[src/rtl/dlx_imem_responder_pkg.sv]
// Shared definitions for the DLX instruction-memory responder: word size, NOP encoding
// and the responder state codes.
package dlx_imem_responder_pkg;

    localparam int WORD_SIZE = 32;

    localparam logic [5:0] SPECIAL   = 6'b000000;
    localparam logic [5:0] NOP_FUNCT = 6'b010101;

    localparam logic [WORD_SIZE-1:0] NOP_WORD = {SPECIAL, 20'b0, NOP_FUNCT};

    typedef enum logic {
        IM_CLEAR = 1'b0,
        IM_READY = 1'b1
    } im_state_t;

endpackage

[src/rtl/dlx_imem_array.sv]
// DEPTH x DATA_W instruction store: one synchronous write port and one registered read port.
module dlx_imem_array #(
    parameter int DEPTH  = 26,
    parameter int AW     = 5,
    parameter int DATA_W = 32
) (
    input  logic              clk,
    input  logic              we,
    input  logic [AW-1:0]     waddr,
    input  logic [DATA_W-1:0] wdata,
    input  logic              re,
    input  logic [AW-1:0]     raddr,
    output logic [DATA_W-1:0] rdata_p1
);

    logic [DATA_W-1:0] mem [DEPTH];

    // Both updates are non-blocking, so a same-edge read of the written index sees the old word.
    always_ff @(posedge clk) begin
        if (we) begin
            mem[waddr] <= wdata;
        end
        if (re) begin
            rdata_p1 <= mem[raddr];
        end
    end

endmodule

[src/rtl/dlx_imem_responder.sv]
// Memory end of the DLX fetch interface: clears its store to NOP after reset, then serves
// single-cycle-latency fetches and accepts program words through a load port.
module dlx_imem_responder
    import dlx_imem_responder_pkg::*;
#(
    parameter int DEPTH = 26,
    parameter int AW    = 5
) (
    input  logic                 PHI1,
    input  logic                 MRST,
    input  logic [31:0]          IAddr,
    input  logic                 IRead,
    output logic [31:0]          IIn,
    output logic                 IValid,
    output logic                 IErr,
    input  logic                 LdEn,
    input  logic [AW-1:0]        LdAddr,
    input  logic [31:0]          LdData,
    output logic                 Busy
);

    localparam logic [31:0]   ADDR_LIMIT = 32'(4 * DEPTH);
    localparam logic [AW-1:0] LAST_IDX   = AW'(DEPTH - 1);

    im_state_t                state;
    logic [AW-1:0]            cnt;
    logic                     use_mem_p1;
    logic [WORD_SIZE-1:0]     rdata_p1;

    logic                     fetch_ok_p0;
    logic                     fetch_bad_p0;
    logic                     ld_ok_p0;
    logic                     we_p0;
    logic [AW-1:0]            waddr_p0;
    logic [WORD_SIZE-1:0]     wdata_p0;

    function automatic logic addr_in_range(input logic [31:0] a);
        return (a[1:0] == 2'b00) && (a < ADDR_LIMIT);
    endfunction

    assign fetch_ok_p0  = IRead && (state == IM_READY) && addr_in_range(IAddr);
    assign fetch_bad_p0 = IRead && (state == IM_READY) && !addr_in_range(IAddr);
    assign ld_ok_p0     = LdEn && (32'(LdAddr) < 32'(DEPTH));

    // The sweep owns the write port while clearing; the load port owns it once ready.
    always_comb begin
        we_p0    = 1'b0;
        waddr_p0 = LdAddr;
        wdata_p0 = LdData;
        if (!MRST) begin
            if (state == IM_CLEAR) begin
                we_p0    = 1'b1;
                waddr_p0 = cnt;
                wdata_p0 = NOP_WORD;
            end else if (ld_ok_p0) begin
                we_p0 = 1'b1;
            end
        end
    end

    dlx_imem_array #(
        .DEPTH  (DEPTH),
        .AW     (AW),
        .DATA_W (WORD_SIZE)
    ) u_array (
        .clk      (PHI1),
        .we       (we_p0),
        .waddr    (waddr_p0),
        .wdata    (wdata_p0),
        .re       (fetch_ok_p0 && !MRST),
        .raddr    (IAddr[AW+1:2]),
        .rdata_p1 (rdata_p1)
    );

    // ---- p0 -> p1: fetch response flags and sweep control
    always_ff @(posedge PHI1) begin
        if (MRST) begin
            state      <= IM_CLEAR;
            cnt        <= '0;
            Busy       <= 1'b1;
            IValid     <= 1'b0;
            IErr       <= 1'b0;
            use_mem_p1 <= 1'b0;
        end else begin
            IValid <= IRead;
            IErr   <= fetch_bad_p0;
            if (IRead) begin
                use_mem_p1 <= fetch_ok_p0;
            end
            case (state)
                IM_CLEAR: begin
                    cnt <= cnt + 1'b1;
                    if (cnt == LAST_IDX) begin
                        state <= IM_READY;
                        Busy  <= 1'b0;
                    end
                end
                IM_READY: begin
                    state <= IM_READY;
                end
                default: begin
                    state <= IM_CLEAR;
                end
            endcase
        end
    end

    // IIn holds while IRead is low because neither use_mem_p1 nor the read register moves.
    assign IIn = use_mem_p1 ? rdata_p1 : NOP_WORD;

endmodule

[config.mk]
export PLATFORM = sky130hd
export DESIGN_NAME = dlx_imem_responder
export DESIGN_NICKNAME = d
export VERILOG_FILES = /design/src/rtl/dlx_imem_responder_pkg.sv /design/src/rtl/dlx_imem_array.sv /design/src/rtl/dlx_imem_responder.sv
export SDC_FILE = /design/constraint.sdc
export NUM_CORES = 1
export LEC_CHECK = 0
export CAP_MARGIN = 20
export CORE_MARGIN = 8
export CORE_UTILIZATION = 47
export DETAILED_ROUTE_END_ITERATION = 8
export GPL_TIMING_DRIVEN = 0
export PLACE_DENSITY = 0.66
export RECOVER_POWER = 25
export REMOVE_ABC_BUFFERS = 1
export SETUP_SLACK_MARGIN = 0.1
export SLEW_MARGIN = 20
export SYNTH_ARGS = -nofsm -noshare
export SYNTH_HDL_FRONTEND = slang
export SYNTH_SLANG_ARGS = --single-unit
[constraint.sdc]
create_clock -name PHI1 -period 4 [get_ports PHI1]
set_input_delay 0.4 -clock PHI1 [delete_from_list [all_inputs] [get_ports PHI1]]
set_output_delay 0.4 -clock PHI1 [all_outputs]
set_load 0.02 [all_outputs]
==> out/metrics.cfg, run 1 <==
[pwr]
leakage_nw = 12.7
power.density_nw_per_um2 = 473
power_mw = 18.9
peakVddDrop_v = 0.000315

[route]
vias = 16000
dr.pass1.iters = 5
routedWlPerCell_um = 27.7
drcViolationCount = 0
viasPerCell = 5.81
drt_first_iter_violations = 1524
drtAntennaViolNets = 0
drt_wl_total_mm = 76.1

[yosys]
ys_types = 44
ys_ff_latch = 874
syn_avg_cell_area_sq_um = 21.8
ys_async_sr_fraction_pct = 0
yosysMostFrequentCell = edfxtp_1
synth_top_area_share_pct = 76.8
synth_edf_count = 864
synthCells = 1553
syn_area_sq_um = 33800
yosys.area.top_type = edfxtp_1
ys_warn_count = 0
yosysSeqAreaShare_pct = 77.4
yosys-top-cells-count = edfxtp_1 (864), mux4_2 (184), mux2i_1 (93), and2_1 (58)
synth_area_leaders = edfxtp_1 (77%), mux4_2 (12%), mux2i_1 (2.8%)
ys_dominant_reg_cell = edfxtp_1

[sta]
slew_viol_final = 0
period_needed_ns = 3.35
relSlewSlack_pct = 10.6
setup_viol = 0
tightest_slew_ns = 1.33
fmaxAchievable_mhz = 299
fin_crit_sh_pct = 83.7
final-hold-violation-count = 0
fin_skew_ns = 0.0138
rsz0062_at_grt = false
setup_ws_ns = 0.651

[worst_setup_path]
rr_startpoint = state$_SDFF_PP0_
cp_max_fo = 26
worstPathRequired_ns = 4.33
critical_path_class = primary input to flop
arrival_ns = 3.67
cp-end-kind = flop
startpoint_type = primary input
critPathLaunch = IAddr[5]

[layout]
area_delta_synth_final_pct = 18.5
seqCellArea_sq_um = 26100
multi_input_comb_area_sq_um = 7420
antenna_cells = 0
fin_nets = 1809
fillers = 5206
drive_above_1_share_pct = 24.6

[global_routing]
grt_first_pass_wirelength_mm = 111
grt_overflow = 0
antenna_found_initial = 2
grt_max_degree = 79
grt_pass1_vias = 16700
gr-usage-all-layers_pct = 18.6

[floorplan]
pin_count = 108
die_area_sq_um = 80700
dieWidth_um = 284
chipHeight_um = 284
initial_core_util_pct = 47.3
design.core.area_sq_um = 71400
num_rows = 98

[hold_path]
hold_class = primary input to flop
min_from = IRead

[run]
timing.max_cap.violations = 0

[clock_tree]
post-cts-setup-buffer-count = 0
cts.clk_slew.worst_paths_ns = 0.06
numCtsBuffers = 84
root_buffer = clkbuf_16
cts_hold_buf = 0
cts_max_level = 3
ctsResizeCount = 0
clock_latency_ns = 0.62
clockBufferDepth = 3
tritoncts = done
clock_sinks = 874

[placed_design]
dpl.hpwl_mm = 46.4
numPortBuffers = 107
gp_congestion = 0.700
pre_cts_slack_ns = 0.142

[run_status]
status = completed

==> cells by family after synthesis <==
family          Yosys count  share of synthesized area (%)
buf+inv                  87                           1.28
flops                   874                           77.4
xor+xnor                  4                          0.104
fa+ha+maj                 2                         0.0741
simple gates            160                           2.57
mux                     316                           16.3
compound gates          110                           2.25
==> registers in the layout (all words and copies together) (netlist names) <==
signal            flops
use_mem_p1            1
IErr                  1
cnt                   5
u_array.rdata_p1     32
u_array.mem         832
IValid                1
Busy                  1
state                 1
==> placed cells by master (no fill, tap or decap), types with 8 or more instances in the layout <==
cell,n
buf_16,24
clkinv_2,14
bufinv_16,8
edfxtp_1,864
nor2b_1,12
clkbuf_1,18
dfxtp_1,10
nand2_1,13
nor2_1,12
mux4_2,184
clkbuf_16,85
o221ai_1,26
o21ai_0,21
nor2_4,26
mux2_2,39
a221oi_1,12
nand2b_1,8
clkdlybuf4s50_1,99
mux2i_1,93
and2_1,40
buf_12,40
and2_0,18
clkinv_1,20
a211oi_1,14
a21oi_1,21
==> report_power, final <==
part / leakage, nW / switching [mW] / internal [mW]
registers: 7.97 / 0.0262 / 10.2
clock network: 1.30 / 3.27 / 4.42
logic: 3.46 / 0.576 / 0.439
==> layer usage <==
metal / vias to the layer above / track usage, % / routed length, um
li1: 6889 / - / -
met1: 8506 / 25.5 / 32100
met2: 493 / 31.5 / 38600
met3: 96 / 2.52 / 4100
met4: 0 / 4.90 / 1340
met5: - / 0 / 0
==> metrics by stage <==
stage,area (sq um),hold slack [ns],utilization (%),cells,setup TNS [ns]
after floorplan,33400,0.469,-,1471,0
after global placement,35600,0.464,49.9,2528,-3007.30
after detailed placement,37400,0.467,52.4,2598,0
after CTS,40000,0.376,56.1,2749,0
after global routing,40000,0.433,56.1,2749,0
final,40000,0.412,56.1,2749,0
==> area by class of cell <==
| class | count | area share [%] |
|---|---|---|
| timing repair buffer | 177 | 6.48 |
| multi-input combinational | 592 | 18.5 |
| clock inverter | 49 | 1.16 |
| sequential | 874 | 65.3 |
| inverter | 5 | 0.0469 |
| clock buffer | 102 | 5.47 |
| tap | 950 | 2.97 |
==> worst paths after layout <==
path | depth (start not counted) | endpoint | slack (ns)
max | 8 | u_array.rdata_p1[1]$_DFFE_PP_ | 0.65
min | 2 | IValid$_SDFF_PP0_ | 0.41
min reg2reg | 2 | Busy$_SDFFE_PP1P_ | 0.48
max reg2reg | 5 | u_array.mem[15][10]$_DFFE_PP_ | 0.96
==> critical path: stages <==
cell and delay [ns]:
clkbuf_1 0.48, buf_12 0.38, o211ai_1 0.17, nand4_1 0.35
nor3_1 1.15, buf_4 0.35, buf_6 0.16, buf_4 0.18
Power figures use the tool's default switching activity.
==> run 2: changes to the inputs <==
==> constraint.sdc (replaced) <==
create_clock -name PHI1 -period 3 [get_ports PHI1]
set_input_delay 0.3 -clock PHI1 [delete_from_list [all_inputs] [get_ports PHI1]]
set_output_delay 0.3 -clock PHI1 [all_outputs]
set_load 0.02 [all_outputs]
==> run 2 against run 1 <==
Against the previous run:
- cell count hardly changed
- setup slack worse by 0.46 ns
- die area is the same
- sequential power increased by 33%
- register-to-register slack lost 0.74 ns
- final area about the same
- via count up 0.92%
- combinational power increased by 35%
- routed wire length rose by 1.8%
- core utilization barely moved
- sequential share of layout area about the same
- sequential cell count unchanged
==> out/metrics.cfg, run 2 (synthesis gave the netlist of run 1 again) <==
[run_status]
status = completed  ; unchanged

[global_routing]
grt_max_degree = 79  ; unchanged
grt_overflow = 0  ; unchanged
grt_first_pass_wirelength_mm = 113  ; was 111 mm
grt_pass1_vias = 16800  ; was 16700
antenna_found_initial = 2  ; unchanged
gr-usage-all-layers_pct = 18.9  ; was 18.6%

[placed_design]
numPortBuffers = 107  ; unchanged
gp_congestion = 0.700  ; unchanged
dpl.hpwl_mm = 46.4  ; unchanged
pre_cts_slack_ns = -0.758  ; was 0.142 ns
placed_cells = 2598  ; unchanged

[clock_tree]
clock_latency_ns = 0.62  ; about the same
numCtsBuffers = 84  ; unchanged
clock_sinks = 874  ; unchanged
cts.clk_slew.worst_paths_ns = 0.06  ; about the same
root_buffer = clkbuf_16  ; unchanged
clockBufferDepth = 3  ; unchanged
tritoncts = done  ; unchanged
cts_hold_buf = 0  ; unchanged
cts_max_level = 3  ; unchanged
post-cts-setup-buffer-count = 0  ; unchanged

[floorplan]
num_rows = 98  ; unchanged
die_area_sq_um = 80700  ; unchanged
chipHeight_um = 284  ; unchanged
initial_core_util_pct = 47.3  ; unchanged
dieWidth_um = 284  ; unchanged
pin_count = 108  ; unchanged
design.core.area_sq_um = 71400  ; unchanged

[worst_setup_path]
arrival_ns = 3.13  ; was 3.67 ns
crit_end = u_array.rdata_p1[6]$_DFFE_PP_  ; was u_array.rdata_p1[1]$_DFFE_PP_
r2r_cells = 2  ; was 5
ff2ff_setup_slack_ns = 0.22  ; was 0.96 ns
cp_max_fo = 26  ; unchanged
rr_startpoint = state$_SDFF_PP0_  ; unchanged
critical_path_class = primary input to flop  ; unchanged
cp-end-kind = flop  ; unchanged
startpoint_type = primary input  ; unchanged
r2r_end = u_array.mem[23][2]$_DFFE_PP_  ; was u_array.mem[15][10]$_DFFE_PP_
worstPathRequired_ns = 3.32  ; was 4.33 ns
critPathLaunch = IAddr[5]  ; unchanged

[route]
drt_wl_total_mm = 77.5  ; was 76.1 mm
viasPerCell = 5.86  ; was 5.81
drtAntennaViolNets = 0  ; unchanged
routedWlPerCell_um = 28.2  ; was 27.7 um
drt_first_iter_violations = 1538  ; was 1524
drcViolationCount = 0  ; unchanged
vias = 16100  ; was 16000
dr.pass1.iters = 5  ; unchanged

[sta]
final-hold-violation-count = 0  ; unchanged
setup_ws_ns = 0.188  ; was 0.651 ns
period_needed_ns = 2.81
fin_skew_ns = 0.0151  ; was 0.0138 ns
relSlewSlack_pct = 15.1  ; was 10.6%
rsz0062_at_grt = false  ; unchanged
slew_viol_final = 0  ; unchanged
tightest_slew_ns = 1.27  ; was 1.33 ns
fin_crit_sh_pct = 93.7
whs_ns = 0.313  ; was 0.412 ns
fmaxAchievable_mhz = 356
setup_viol = 0  ; unchanged

[run]
timing.max_cap.violations = 0  ; unchanged

[layout]
fin_nets = 1811  ; was 1809
top_regs = u_array.mem (832), u_array.rdata_p1 (32), cnt (5)  ; unchanged
drive_above_1_share_pct = 24.8  ; was 24.6%
largest_reg_flops = 832  ; unchanged
regMostFlops = u_array.mem  ; unchanged
layout.cells.non_filler = 2751  ; was 2749
area_delta_synth_final_pct = 18.4  ; was 18.5%
most-common-layout-cells = edfxtp_1 (864), mux4_2 (184), mux2i_1 (93), clkbuf_16 (85), clkdlybuf4s50_1 (83)  ; was edfxtp_1 (864), mux4_2 (184), clkdlybuf4s50_1 (99), mux2i_1 (93), clkbuf_16 (85)
layout_commonest_cell = edfxtp_1  ; unchanged
antenna_cells = 0  ; unchanged

[pwr]
power.density_nw_per_um2 = 631  ; was 473 nW/um^2
peakVddDrop_v = 0.000418  ; was 0.000315 V
leakage_nw = 12.8  ; was 12.7 nW

[hold_path]
hold_class = primary input to flop  ; unchanged

run 2: cell types whose count changed in the layout (fill, tap and decap cells not counted), sizes merged:
cell	before	now
dlygate4sd2	0	1
or2	1	3
dlygate4sd3	4	19
clkdlybuf4s50	99	83
run 2: per-stage QoR:
stage               cell area, sq um  setup TNS (ns)  power [mW]  util [%]
floorplan                      33400         -110.67        14.5         -
global placement               35600        -3984.30        15.6      49.9
detailed placement             37400         -362.93        15.3      52.4
CTS                            40000               0        25.4      56.1
global route                   40000               0        25.9      56.0
finish                         40000               0        25.2      56.0
run 2: routing by layer:
layer	wire (um)	share of wire, %	track usage, %	vias up
li1	-	-	-	6893
met1	32300	42	26.0	8573
met2	39300	51	32.1	569
met3	4510	5.8	2.57	96
met4	1330	1.7	4.85	0
met5	0	0	0	-
run 2: cell type report:
type,count,area (sq um)
flip-flops and latches,874,26100
multi-input cells,594,7390
clock inverters,49,463
repair buffers,177,2590
clock buffers,102,2190
fillers,5210,31400
inverters,5,18.8
well taps,950,1190
run 2: power by group:
part           total, mW  switching [mW]  internal (mW)
logic               1.36           0.775          0.586
clock network       10.2            4.35           5.89
registers           13.6          0.0349           13.6
run 2: what timing repair did:
| item | in CTS | in global routing |
|---|---|---|
| gates resized for setup | 3 | 0 |
| setup endpoints to repair | 520 | 0 |
| endpoints found under the hold margin | 0 | 0 |
run 2: critical path, cell delays in order:
cell      delay [ns]
clkbuf_1        0.47
buf_12          0.38
o211ai_1        0.17
nand4_1         0.35
nor3_2          0.75
buf_4           0.31
buf_6           0.16
buf_4           0.18
run 2: worst min path at each step:
stage,start,to,slack [ns],depth (start not counted)
floorplan,MRST,state$_SDFF_PP0_,0.37,1
global placement,Busy$_SDFFE_PP1P_,Busy$_SDFFE_PP1P_,0.46,2
detailed placement,Busy$_SDFFE_PP1P_,Busy$_SDFFE_PP1P_,0.47,2
CTS,IRead,IValid$_SDFF_PP0_,0.28,2
global route,IRead,IValid$_SDFF_PP0_,0.33,2
finish,IRead,IValid$_SDFF_PP0_,0.31,2
==> run 3: changes to the inputs <==
--- a/config.mk
+++ b/config.mk
@@ -6,11 +6,13 @@
 export NUM_CORES = 1
 export LEC_CHECK = 0
 export CAP_MARGIN = 20
+export CELL_PAD_IN_SITES_DETAIL_PLACEMENT = 2
+export CELL_PAD_IN_SITES_GLOBAL_PLACEMENT = 2
 export CORE_MARGIN = 8
-export CORE_UTILIZATION = 47
+export CORE_UTILIZATION = 44
 export DETAILED_ROUTE_END_ITERATION = 8
 export GPL_TIMING_DRIVEN = 0
-export PLACE_DENSITY = 0.66
+export PLACE_DENSITY = 0.75
 export RECOVER_POWER = 25
 export REMOVE_ABC_BUFFERS = 1
 export SETUP_SLACK_MARGIN = 0.1
==> run 3 against run 2 <==
Against the previous run:
- the flow now finishes with violations (setup timing)
- worst hold slack improved by 0.038 ns
- cell count rose by 5.5%
- maximum frequency fell by 6.9%
- register-to-register slack got worse by 0.24 ns
- power rose by 5.9%
- count of clock-buffer cells in the layout rose by 13
- first-iteration DRC count rose by 46%
- die area rose by 6.4%
- critical path type is now flop to flop
==> out/metrics.cfg, run 3 (synthesis gave the netlist of run 1 again) <==
[hold_path]
min_from = IRead  ; unchanged
hold_depth = 2  ; unchanged
hold_class = primary input to flop  ; unchanged
whs_endpoint = IValid$_SDFF_PP0_  ; unchanged

[sta]
tightest_slew_ns = 1.20  ; was 1.27 ns
period_needed_ns = 3.02  ; was 2.81 ns
final-hold-violation-count = 0  ; unchanged
fin_crit_sh_pct = 101  ; was 93.7%
fin_skew_ns = 0.0295  ; was 0.0151 ns
rsz0062_at_grt = true  ; was false
fmaxAchievable_mhz = 331  ; was 356 MHz
setup_ws_ns = -0.0194  ; was 0.188 ns
relSlewSlack_pct = 19.9  ; was 15.1%
slew_viol_final = 0  ; unchanged
setup_viol = 22  ; was 0

[floorplan]
num_rows = 101  ; was 98
die_area_sq_um = 85900  ; was 80700 sq um
pin_count = 108  ; unchanged
dieWidth_um = 293  ; was 284 um
initial_core_util_pct = 44.5  ; was 47.3%
design.core.area_sq_um = 75900  ; was 71400 sq um
chipHeight_um = 293  ; was 284 um

[route]
drt_wl_total_mm = 122  ; was 77.5 mm
viasPerCell = 6.29  ; was 5.86
dr.pass1.iters = 5  ; unchanged
wl_met3_mm = 7.63  ; was 4.51 mm
drcViolationCount = 0  ; unchanged
drt-met1-wl_mm = 47.2  ; was 32.3 mm
drtAntennaViolNets = 0  ; unchanged
wl_met2_mm = 63.0  ; was 39.3 mm
vias = 18200  ; was 16100
drt_first_iter_violations = 2245  ; was 1538
routedWlPerCell_um = 42.0  ; was 28.2 um
top_layer = met4  ; unchanged

[clock_tree]
clock_sinks = 874  ; unchanged
cts_hold_buf = 0  ; unchanged
tritoncts = done  ; unchanged
cts_max_level = 3  ; unchanged
numCtsBuffers = 92  ; was 84
clockBufferDepth = 3  ; unchanged
clock_latency_ns = 0.66  ; was 0.62 ns
root_buffer = clkbuf_16  ; unchanged
cts.clk_slew.worst_paths_ns = 0.07  ; was 0.06 ns

[layout]
regMostFlops = u_array.mem  ; unchanged
layout_commonest_cell = edfxtp_1  ; unchanged
seqCellArea_sq_um = 26100  ; unchanged
final_util_pct = 54.2  ; was 56.0%
largest_reg_flops = 832  ; unchanged
drive_above_1_share_pct = 27.6  ; was 24.8%
multi_input_comb_area_sq_um = 7430  ; was 7390 sq um
fillers = 6256  ; was 5210
area_delta_synth_final_pct = 21.9  ; was 18.4%
top_regs = u_array.mem (832), u_array.rdata_p1 (32), cnt (5)  ; unchanged
fin_nets = 1875  ; was 1811
antenna_cells = 0  ; unchanged
layout.cells.non_filler = 2902  ; was 2751
most-common-layout-cells = edfxtp_1 (864), mux4_2 (184), clkdlybuf4s50_1 (102), clkbuf_16 (94), mux2i_1 (92)  ; was edfxtp_1 (864), mux4_2 (184), mux2i_1 (93), clkbuf_16 (85), clkdlybuf4s50_1 (83)

[placed_design]
gp_congestion = 0.705  ; was 0.700
dpl.hpwl_mm = 66.4  ; was 46.4 mm
placed_cells = 2678  ; was 2598
numPortBuffers = 107  ; unchanged

[global_routing]
antenna_found_initial = 3  ; was 2
grt_max_degree = 70  ; was 79
grt_pass1_vias = 19900  ; was 16800
grt_first_pass_wirelength_mm = 167  ; was 113 mm
grt_overflow = 0  ; unchanged
gr-usage-all-layers_pct = 28.0  ; was 18.9%

[worst_setup_path]
cp-end-kind = flop  ; unchanged
r2r_end = u_array.mem[0][6]$_DFFE_PP_  ; was u_array.mem[23][2]$_DFFE_PP_
arrival_ns = 3.36  ; was 3.13 ns
critical_path_class = flop to flop  ; was primary input to flop
critPathLaunch = state$_SDFF_PP0_  ; was IAddr[5]
startpoint_type = flop  ; was primary input
rr_startpoint = state$_SDFF_PP0_  ; unchanged
cp_max_fo = 14  ; was 26
worstPathRequired_ns = 3.34  ; was 3.32 ns
ff2ff_setup_slack_ns = -0.02  ; was 0.22 ns
r2r_cells = 6  ; was 2

[pwr]
leakage_nw = 13.3  ; was 12.8 nW
peakVddDrop_v = 0.000525  ; was 0.000418 V
power_mw = 26.7  ; was 25.2 mW
power.density_nw_per_um2 = 649  ; was 631 nW/um^2

[run_status]
violations = setup timing
status = finished with violations  ; was completed

[run]
timing.max_cap.violations = 0  ; unchanged

[run 3: cell types whose count changed in the layout (fill, tap and decap cells not counted), sizes merged]
cell,before,now
buf,73,129
clkdlybuf4s50,83,102
dlygate4sd3,19,0
clkbuf,103,117
clkinv,36,41
bufinv,8,5
dlygate4sd2,1,0
[run 3: worst max path at each step]
| stage | cells past startpoint | end | slack, ns |
|---|---|---|---|
| 3_3_place_gp | 4 | u_array.rdata_p1[31]$_DFFE_PP_ | -13.51 |
| 6_report | 6 | u_array.mem[0][6]$_DFFE_PP_ | -0.02 |
| 3_5_place_dp | 6 | u_array.mem[12][14]$_DFFE_PP_ | -1.11 |
| 2_1_floorplan | 3 | u_array.rdata_p1[0]$_DFFE_PP_ | -0.46 |
| 4_1_cts | 6 | u_array.mem[0][6]$_DFFE_PP_ | 0.10 |
| 5_1_grt | 6 | u_array.mem[0][23]$_DFFE_PP_ | 0.003 |
[run 3: area by class of cell]
class | count | share of cell area, %
tap | 1030 | 3.13
clock buffer | 115 | 5.98
sequential | 874 | 63.5
clock inverter | 51 | 0.939
timing repair buffer | 233 | 8.40
multi-input combinational | 594 | 18.0
inverter | 5 | 0.0456
[run 3: layer usage]
metal	GRT usage [%]	vias up
met5	0	-
met4	8.67	0
met3	4.05	209
met2	49.0	904
met1	36.2	10100
li1	-	7020
[run 3: metrics by stage]
| stage | instance area, sq um | hold slack (ns) | TNS (ns) | worst slack [ns] |
|---|---|---|---|---|
| 6_report | 41200 | 0.351 | -0.183 | -0.0194 |
| 5_1_grt | 41200 | 0.352 | 0 | 0.00265 |
| 4_1_cts | 41100 | 0.292 | 0 | 0.105 |
| 3_5_place_dp | 37600 | 0.498 | -727.65 | -1.11 |
| 3_3_place_gp | 35700 | 0.477 | -4160.24 | -13.51 |
| 2_1_floorplan | 33400 | 0.369 | -110.67 | -0.455 |
[run 3: report_power, final]
| part | internal, mW | leakage [nW] | switching (mW) |
|---|---|---|---|
| Sequential | 13.6 | 7.97 | 0.0671 |
| Clock | 6.24 | 1.40 | 5.25 |
| Combinational | 0.621 | 3.94 | 0.958 |
[run 3: what timing repair did]
action                                 4_1_cts  5_1_grt
gates resized for setup                      3        3
setup buffers                               48        8
gates cloned                                 2        0
endpoints found under the hold margin        0        0
pin swaps                                   17        5
setup endpoints to repair                  812      281
[run 3: worst max-delay path, cell delays in order (launching register included)]
cell	delay [ns]
dfxtp_2	0.64
or2_4	0.42
mux2i_2	0.45
nand2_1	0.40
nor2_4	0.31
buf_16	0.20
buf_16	0.21
